**src/rtl/exc_pkg.sv**
```systemverilog
// Shared exception codes and state/selector enums for the MEM-stage exception commit unit.
package exc_pkg;

  localparam logic [4:0] EXC_INT  = 5'h00;
  localparam logic [4:0] EXC_ADEL = 5'h04;
  localparam logic [4:0] EXC_ADES = 5'h05;
  localparam logic [4:0] EXC_SYS  = 5'h08;
  localparam logic [4:0] EXC_BP   = 5'h09;
  localparam logic [4:0] EXC_RI   = 5'h0a;
  localparam logic [4:0] EXC_OV   = 5'h0c;

  typedef enum logic [1:0] {
    IDLE     = 2'd0,
    DRAIN    = 2'd1,
    WAIT_ACK = 2'd2
  } exc_state_t;

  // Which address feeds BadVAddr for the winning exception.
  typedef enum logic [1:0] {
    BV_NONE = 2'd0,
    BV_IF   = 2'd1,
    BV_DATA = 2'd2
  } bv_sel_t;

endpackage

```
**src/rtl/exc_prio_enc.sv**
```systemverilog
// Combinational priority encoder: exception flags plus pending interrupt -> {any, excode, badvaddr source}.
module exc_prio_enc
  import exc_pkg::*;
(
  input  logic       int_pend,
  input  logic       adel_if,
  input  logic       ri,
  input  logic       ov,
  input  logic       sys,
  input  logic       bp,
  input  logic       adel_ld,
  input  logic       ades,
  output logic       any,
  output logic [4:0] excode,
  output bv_sel_t    bv_sel
);

  always_comb begin
    any    = 1'b1;
    excode = EXC_INT;
    bv_sel = BV_NONE;
    if (int_pend) begin
      excode = EXC_INT;
    end else if (adel_if) begin
      excode = EXC_ADEL;
      bv_sel = BV_IF;
    end else if (ri) begin
      excode = EXC_RI;
    end else if (ov) begin
      excode = EXC_OV;
    end else if (sys) begin
      excode = EXC_SYS;
    end else if (bp) begin
      excode = EXC_BP;
    end else if (adel_ld) begin
      excode = EXC_ADEL;
      bv_sel = BV_DATA;
    end else if (ades) begin
      excode = EXC_ADES;
      bv_sel = BV_DATA;
    end else begin
      any = 1'b0;
    end
  end

endmodule

```
**src/rtl/exc_commit.sv**
```systemverilog
// MEM-stage exception/ERET commit: drains outstanding data responses, commits once to CP0, kills until redirect ack.
// Optional EXC_INT_PEND_REG_EN registers the interrupt-pending term (one extra cycle of recognition latency).
module exc_commit
  import exc_pkg::*;
#(
  parameter int OUTS_W = 2
) (
  input  logic        clk,
  input  logic        resetn,
  input  logic        ms_valid,
  input  logic [31:0] ms_pc,
  input  logic        ms_bd,
  input  logic        ms_adel_if,
  input  logic        ms_ri,
  input  logic        ms_ov,
  input  logic        ms_sys,
  input  logic        ms_bp,
  input  logic        ms_adel_ld,
  input  logic        ms_ades,
  input  logic        ms_eret,
  input  logic [31:0] ms_if_badvaddr,
  input  logic [31:0] ms_data_addr,
  input  logic        status_ie,
  input  logic        status_exl,
  input  logic [7:0]  status_im,
  input  logic [7:0]  cause_ip,
  input  logic        data_req,
  input  logic        data_addr_ok,
  input  logic        data_data_ok,
  input  logic        redirect_ack,
  output logic        ms_stall,
  output logic        ms_kill,
  output logic        mem_req_block,
  output logic        cp0_ex,
  output logic        cp0_bd,
  output logic [4:0]  cp0_excode,
  output logic [31:0] cp0_pc,
  output logic [31:0] cp0_badvaddr,
  output logic        eret_flush,
  output logic [1:0]  state_dbg
);

  localparam logic [OUTS_W-1:0] OUTS_MAX = '1;
  localparam logic [OUTS_W-1:0] OUTS_ONE = {{(OUTS_W-1){1'b0}}, 1'b1};

  exc_state_t        state, state_nxt;
  logic [OUTS_W-1:0] outs;
  logic              outs_zero, inc, dec;
  logic              int_raw, int_pend, ex_any, eret_ev, ev;
  logic [4:0]        enc_excode;
  bv_sel_t           enc_bv_sel;
  logic [31:0]       enc_badvaddr;
  logic [4:0]        hold_excode;
  logic [31:0]       hold_pc, hold_badvaddr;
  logic              hold_bd, hold_eret;

  assign int_raw = (|(cause_ip & status_im)) & status_ie & ~status_exl;

`ifdef EXC_INT_PEND_REG_EN
  logic int_pend_q;
  always_ff @(posedge clk) begin
    if (!resetn || state == WAIT_ACK) int_pend_q <= 1'b0;
    else                              int_pend_q <= int_raw;
  end
  assign int_pend = int_pend_q & ms_valid;
`else
  assign int_pend = int_raw & ms_valid;
`endif

  exc_prio_enc u_prio (
    .int_pend (int_pend),
    .adel_if  (ms_valid & ms_adel_if),
    .ri       (ms_valid & ms_ri),
    .ov       (ms_valid & ms_ov),
    .sys      (ms_valid & ms_sys),
    .bp       (ms_valid & ms_bp),
    .adel_ld  (ms_valid & ms_adel_ld),
    .ades     (ms_valid & ms_ades),
    .any      (ex_any),
    .excode   (enc_excode),
    .bv_sel   (enc_bv_sel)
  );

  always_comb begin
    case (enc_bv_sel)
      BV_IF:   enc_badvaddr = ms_if_badvaddr;
      BV_DATA: enc_badvaddr = ms_data_addr;
      default: enc_badvaddr = 32'h0;
    endcase
  end

  // Exceptions always take precedence over ERET.
  assign eret_ev = ms_valid & ms_eret & ~ex_any;
  assign ev      = ex_any | eret_ev;

  // A data_ok with nothing outstanding is ignored.
  assign outs_zero = (outs == '0);
  assign inc       = data_req & data_addr_ok;
  assign dec       = data_data_ok & ~outs_zero;

  always_ff @(posedge clk) begin
    if (!resetn)                               outs <= '0;
    else if (inc && !dec && outs != OUTS_MAX)  outs <= outs + OUTS_ONE;
    else if (dec && !inc)                      outs <= outs - OUTS_ONE;
  end

  always_ff @(posedge clk) begin
    if (!resetn) begin
      hold_excode   <= '0;
      hold_pc       <= '0;
      hold_bd       <= 1'b0;
      hold_badvaddr <= '0;
      hold_eret     <= 1'b0;
    end else if (state == IDLE && ev && !outs_zero) begin
      hold_excode   <= enc_excode;
      hold_pc       <= ms_pc;
      hold_bd       <= ms_bd;
      hold_badvaddr <= enc_badvaddr;
      hold_eret     <= eret_ev;
    end
  end

  always_ff @(posedge clk) begin
    if (!resetn) state <= IDLE;
    else         state <= state_nxt;
  end

  always_comb begin
    state_nxt = state;
    case (state)
      IDLE:     if (ev) state_nxt = outs_zero ? WAIT_ACK : DRAIN;
      DRAIN:    if (outs_zero) state_nxt = WAIT_ACK;
      WAIT_ACK: if (redirect_ack) state_nxt = IDLE;
      default:  state_nxt = IDLE;
    endcase
  end

  always_comb begin
    ms_stall     = 1'b0;
    ms_kill      = 1'b0;
    cp0_ex       = 1'b0;
    cp0_bd       = 1'b0;
    cp0_excode   = '0;
    cp0_pc       = '0;
    cp0_badvaddr = '0;
    eret_flush   = 1'b0;
    case (state)
      IDLE: begin
        if (ev && outs_zero) begin
          cp0_ex     = ex_any;
          eret_flush = eret_ev;
          if (ex_any) begin
            cp0_excode   = enc_excode;
            cp0_pc       = ms_pc;
            cp0_bd       = ms_bd;
            cp0_badvaddr = enc_badvaddr;
          end
        end else if (ev) begin
          ms_stall = 1'b1;
        end
      end
      DRAIN: begin
        ms_stall = 1'b1;
        if (outs_zero) begin
          cp0_ex     = ~hold_eret;
          eret_flush = hold_eret;
          if (!hold_eret) begin
            cp0_excode   = hold_excode;
            cp0_pc       = hold_pc;
            cp0_bd       = hold_bd;
            cp0_badvaddr = hold_badvaddr;
          end
        end
      end
      WAIT_ACK: ms_kill = 1'b1;
      default: ;
    endcase
  end

  assign mem_req_block = (outs == OUTS_MAX) | ev | (state != IDLE);
  assign state_dbg     = state;

endmodule

```
**config.mk**
```make
export PLATFORM = sky130hd
export DESIGN_NAME = exc_commit
export DESIGN_NICKNAME = d
export VERILOG_FILES = /design/src/rtl/exc_pkg.sv /design/src/rtl/exc_prio_enc.sv /design/src/rtl/exc_commit.sv
export SDC_FILE = /design/constraint.sdc
export NUM_CORES = 1
export LEC_CHECK = 0
export CAP_MARGIN = 5
export CORE_ASPECT_RATIO = 1.2
export CORE_UTILIZATION = 45
export CTS_CLUSTER_DIAMETER = 30
export CTS_CLUSTER_SIZE = 20
export DETAILED_ROUTE_END_ITERATION = 16
export PLACE_DENSITY = 0.86
export SKIP_CTS_REPAIR_TIMING = 1
export SLEW_MARGIN = 10
export SYNTH_ARGS = -nofsm -noshare
export SYNTH_HDL_FRONTEND = slang
export SYNTH_SLANG_ARGS = --single-unit
export TNS_END_PERCENT = 10
```
**constraint.sdc**
```tcl
create_clock -name clk -period 5.8 [get_ports clk]
set_input_delay 0.58 -clock clk [delete_from_list [all_inputs] [get_ports clk]]
set_output_delay 0.58 -clock clk [all_outputs]
set_load 0.01 [all_outputs]
```
=== Yosys cells after proc, flatten, opt, wreduce, memory -nomap -nowiden ===
Index checks and enable logic that the tools add are counted.

* Flip-flop bits (word level): 75
* Word-level logic and storage cells: 117
* Output and inout bits: 77

* Equal/unequal tests: 9
* Bitwise operators: 22
* Reduce and logical (&&, ||, !) cells: 15
* Add/sub/neg operators: 2
* Multiplexer cells: 62

{| class="wikitable"
|+ Operators by type and width
! cell !! count
|-
| $mux 32 || 8
|-
| $pmux 32 s2 || 3
|-
| $mux 5 || 11
|-
| $mux 2 || 14
|-
| $mux 1 || 19
|-
| $and 1x1->1 || 14
|-
| $pmux 5 s2 || 1
|-
| $and 8x8->8 || 1
|-
| $ne 2x2->1 const B || 4
|-
| $pmux 1 s2 || 4
|-
| $reduce_or 8->1 || 1
|-
| $eq 2x2->1 const B || 3
|-
| $logic_and 1x1->1 || 6
|-
| $pmux 2 s3 || 1
|-
| $eq 2x1->1 const B || 2
|-
| $logic_not 2->1 || 2
|-
| $not 1->1 || 4
|-
| $reduce_bool 2->1 || 2
|-
| $logic_not 1->1 || 3
|-
| $mux 3 || 1
|-
| $or 1x1->1 || 3
|-
| $reduce_and 3->1 || 1
|-
| $add 2x1->2 const B || 1
|-
| $sub 2x1->2 const B || 1
|}

=== Depth between registers and ports, before layout ===
* Depth after elaboration: 15
* Depth in mapped cells: 11

=== Hierarchy ===
A second synthesis with hierarchy kept.

* Cells, all modules: 506
* Area, all modules: 4,384.2 um^2

{| class="wikitable"
|+ Modules (own cells, without submodules)
! module !! seq. area each (um^2) !! area each (um^2) !! cells an instance !! times used
|-
| exc_commit || 1,501.4 || 4,282.9 || 488 || 1
|-
| exc_prio_enc || 0.0 || 101.3 || 18 || 1
|}

=== Worst setup path after synthesis ===
No wires, ideal clock.

* Kind: input to output
* Start: input port cause_ip[2]
* End: output port cp0_badvaddr[21]
* Data required time: 5,220 ps
* Setup slack: 2,746 ps
* Stages on the path: 9
* Arrival time: 2,474 ps
* Buffers on the path: 1
* Path through: a22oi_1 > nand4_1 > a211oi_1 > and3b_1 > ha_1 > clkbuf_1 > a22oi_1 > nor2_1 > a22o_1

* Longest elaborated chain between the ends: 12

{| class="wikitable"
|+ RTL lines
! element !! RTL line !! text
|-
| start: declaration || exc_commit.sv:26 || <nowiki>input logic [7:0] cause_ip,</nowiki>
|-
| $and 8x8->8 * || exc_commit.sv:57 || <nowiki>assign int_raw = (|(cause_ip & status_im)) & status_ie & ~status_exl;</nowiki>
|-
| $reduce_or 8->1 * || exc_commit.sv:57 ||
|-
| $and 1x1->1 * (2 in a row) || exc_commit.sv:57 ||
|-
| $and 1x1->1 * || exc_commit.sv:67 || <nowiki>assign int_pend = int_raw & ms_valid;</nowiki>
|-
| parallel branches: the longest is 5 deep, another holds $pmux 32 s2 || n/a ||
|-
| $mux 32 * || exc_commit.sv:149 || <nowiki>if (ev && outs_zero) begin</nowiki>
|-
| $pmux 32 s2 * || exc_commit.sv:147 || <nowiki>case (state)</nowiki>
|-
| end: declaration || exc_commit.sv:38 || <nowiki>output logic [31:0] cp0_badvaddr,</nowiki>
|}

Mark *: on every way between the ends.

=== Final worst setup path ===
* Start: input port ms_valid
* End: output port cp0_badvaddr[30]

* Longest elaborated chain between the ends: 15

{| class="wikitable"
|+ RTL lines
! element !! RTL line !! text
|-
| start: declaration || exc_commit.sv:10 || <nowiki>input logic ms_valid,</nowiki>
|-
| parallel branches: the longest is 13 deep, another holds $pmux 32 s2 || n/a ||
|-
| $mux 32 * || exc_commit.sv:149 ||
|-
| $pmux 32 s2 * || exc_commit.sv:147 ||
|}

Marks and branches as above.

==> flow_summary.json <==
{
  "antenna_found_initial": 0,
  "start_util": 0.465,
  "finalSetupViolCount": 0,
  "yosys_warnings": 0,
  "die_h_microns": 111,
  "area_growth_pct": 50.9,
  "via_per_inst": 5.62,
  "drtIter0Drc": 220,
  "drive_gt1_frac": 0.0474,
  "syn_avg_cell_area_sq_um": 8.19,
  "clk_pin_slew_worst_paths_ns": 0.06,
  "min_path_type": "reg2reg",
  "place_congestion": 0.920,
  "fin_area_sq_um": 6750,
  "synthDistinctLibCells": 48,
  "synth_ff_type": "dfxtp_1",
  "cts_buffers": 9,
  "grt_pass1_vias": 4702,
  "coreArea_sq_um": 9610,
  "worst_slew_pin_slew_ns": 1.16,
  "required_ns": 5.22,
  "io_pins": 207,
  "cts_root_buf": "clkbuf_16",
  "hold_viol_final": 0,
  "async_reset_ff_frac": 0,
  "clock_path_buffers": 2,
  "p_per_area_nw_per_um2": 221,
  "drc_errors": 0,
  "end_kind": "primary output",
  "placementRows": 39,
  "port_buffers": 205,
  "first_pass_iters": 5,
  "ir_drop_mv": 0.145,
  "dpl_cell_area_sq_um": 6430,
  "ant_nets": 0,
  "clk_latency_ns": 0.33,
  "nNetsFinal": 846,
  "syn_nets": 678,
  "wl_microns": 13400,
  "rsz0062_at_grt": "false",
  "cts_tree": "built",
  "finalCriticalPeriod_ns": 4.43,
  "power_leakage_nw": 2.35,
  "die_area_sq_um": 10300,
  "seq_area_frac_synth": 0.331,
  "crit_path_max_fanout": 32,
  "setup_tns_ns": 0,
  "cts.sinks": 74,
  "n_antenna_cell": 0,
  "period_share": 0.763,
  "synth_edf_count": 0,
  "maxCapViolations": 0,
  "die_x_microns": 93.0,
  "fin_worst_skew_ns": 0.00550,
  "ys_seq_elements": 74,
  "fill_cells": 753,
  "grt_pass1_wl_microns": 21900,
  "arrival_ns": 3.85,
  "synth_area_sq_um": 4470,
  "dp_hpwl_microns": 9240,
  "cts_htree_levels": 3,
  "postSynthCellCount": 546,
  "wire_per_inst_microns": 15.9,
  "p_total_mw": 1.49,
  "slew_viol_final": 0,
  "status": "complete, no violations",
  "grt_max_degree": 97,
  "fmax_mhz": 226,
  "multi_input_area_sq_um": 2690,
  "vias": 4728,
  "grt_usage": 0.261,
  "maxSlewHeadroom": 0.224,
  "crit_type": "in2out",
  "seq_area_sq_um": 1480,
  "cp-start-kind": "input port",
  "grt_overflow_total": 0
}
==> layout by cell type (no fill, tap or decap), types with 2 or more instances in the layout <==
| cell | instances |
|---|---|
| o21ai_0 | 5 |
| dfxtp_1 | 74 |
| a22oi_1 | 36 |
| nor3_1 | 6 |
| or2_2 | 3 |
| a31oi_1 | 2 |
| nand2_1 | 146 |
| clkbuf_16 | 9 |
| o221a_2 | 2 |
| mux2i_1 | 66 |
| clkinv_2 | 2 |
| buf_4 | 6 |
| bufinv_16 | 2 |
| a31o_2 | 2 |
| nor2_1 | 41 |
| a22o_1 | 65 |
| a21oi_1 | 4 |
| a32o_1 | 4 |
| o2111ai_1 | 3 |
| inv_1 | 4 |
| nand4_1 | 2 |
| clkdlybuf4s50_1 | 204 |
==> synthesized netlist by cell type, types with 2 or more instances <==
master     count  area (sq um)
inv_1          4          15.0
o221a_2        2          22.5
a22o_1        65           569
a31o_1         2          17.5
a22oi_1       36           270
a32o_1         4          40.0
nand4_1        2          12.5
nor2_1        41           154
buf_6         11           124
o21ai_0        5          25.0
a31oi_1        2          12.5
mux2i_1       66           661
dfxtp_1       74          1480
o2111ai_1      3          26.3
buf_2         12          60.1
a21oi_1        4          20.0
nor3_1         6          30.0
nand2_1      146           548
clkbuf_1      29           109
or2_2          3          18.8
ha_1           2          25.0
==> cells by family after synthesis <==
| logic type | Yosys count | share of synthesized area |
|---|---|---|
| compound gates | 137 | 0.255 |
| fa+ha+maj | 2 | 0.00559 |
| buf+inv | 57 | 0.0705 |
| flops | 74 | 0.331 |
| mux | 67 | 0.150 |
| other cells | 1 | 0.000838 |
| simple gates | 208 | 0.187 |
==> cell type report <==
class | instances | area share
Clock inverter | 5 | 0.0117
Timing Repair Buffer | 210 | 0.309
Multi-Input combinational cell | 415 | 0.399
Clock buffer | 10 | 0.0354
Sequential cell | 74 | 0.220
Inverter | 4 | 0.00222
Tap cell | 123 | 0.0228
==> worst paths after layout <==
check,from,end,slack (ns),cells after the start
min,hold_pc[12]$_SDFFE_PN0P_,hold_pc[12]$_SDFFE_PN0P_,0.45,2
min reg2reg,hold_pc[12]$_SDFFE_PN0P_,hold_pc[12]$_SDFFE_PN0P_,0.45,2
max,ms_valid,cp0_badvaddr[30],1.37,10
max reg2reg,outs[0]$_SDFFE_PN0P_,hold_pc[30]$_SDFFE_PN0P_,3.07,5
==> critical path, stage by stage <==
cell and delay, ns:
clkdlybuf4s50_1 0.73, nand2_1 0.12, nor2_1 0.35, a211oi_1 0.21
nand3b_1 0.13, ha_2 0.63, a22oi_1 0.23, nor2_1 0.18
a22o_1 0.14, clkdlybuf4s50_1 0.53
==> report_power, final <==
part / switching [mW] / total [mW] / internal, mW
logic: 0.168 / 0.374 / 0.205
registers: 0.00923 / 0.529 / 0.520
clock network: 0.203 / 0.588 / 0.385
==> state kept, by name, summed over array words and instances, names as in the netlist <==
register       count
state_dbg          2
hold_eret          1
hold_badvaddr     32
hold_excode        4
outs               2
hold_bd            1
hold_pc           32
==> metal layers <==
| layer | vias up | global-route usage | share of wire |
|---|---|---|---|
| met5 | - | 0 | 0 |
| li1 | 2294 | - | - |
| met1 | 2225 | 0.300 | 0.41 |
| met4 | 0 | 0.104 | 0.021 |
| met2 | 186 | 0.456 | 0.50 |
| met3 | 23 | 0.0617 | 0.068 |
==> stage by stage <==
step	hold slack [ns]	cells	util	setup WS [ns]
floorplan	0.428	546	-	2.75
global placement	0.442	826	0.669	1.22
detailed placement	0.448	826	0.669	1.03
CTS	0.458	841	0.702	1.03
global route	0.479	841	0.702	1.18
finish	0.452	841	0.702	1.37
Power figures use the tool's default switching activity.
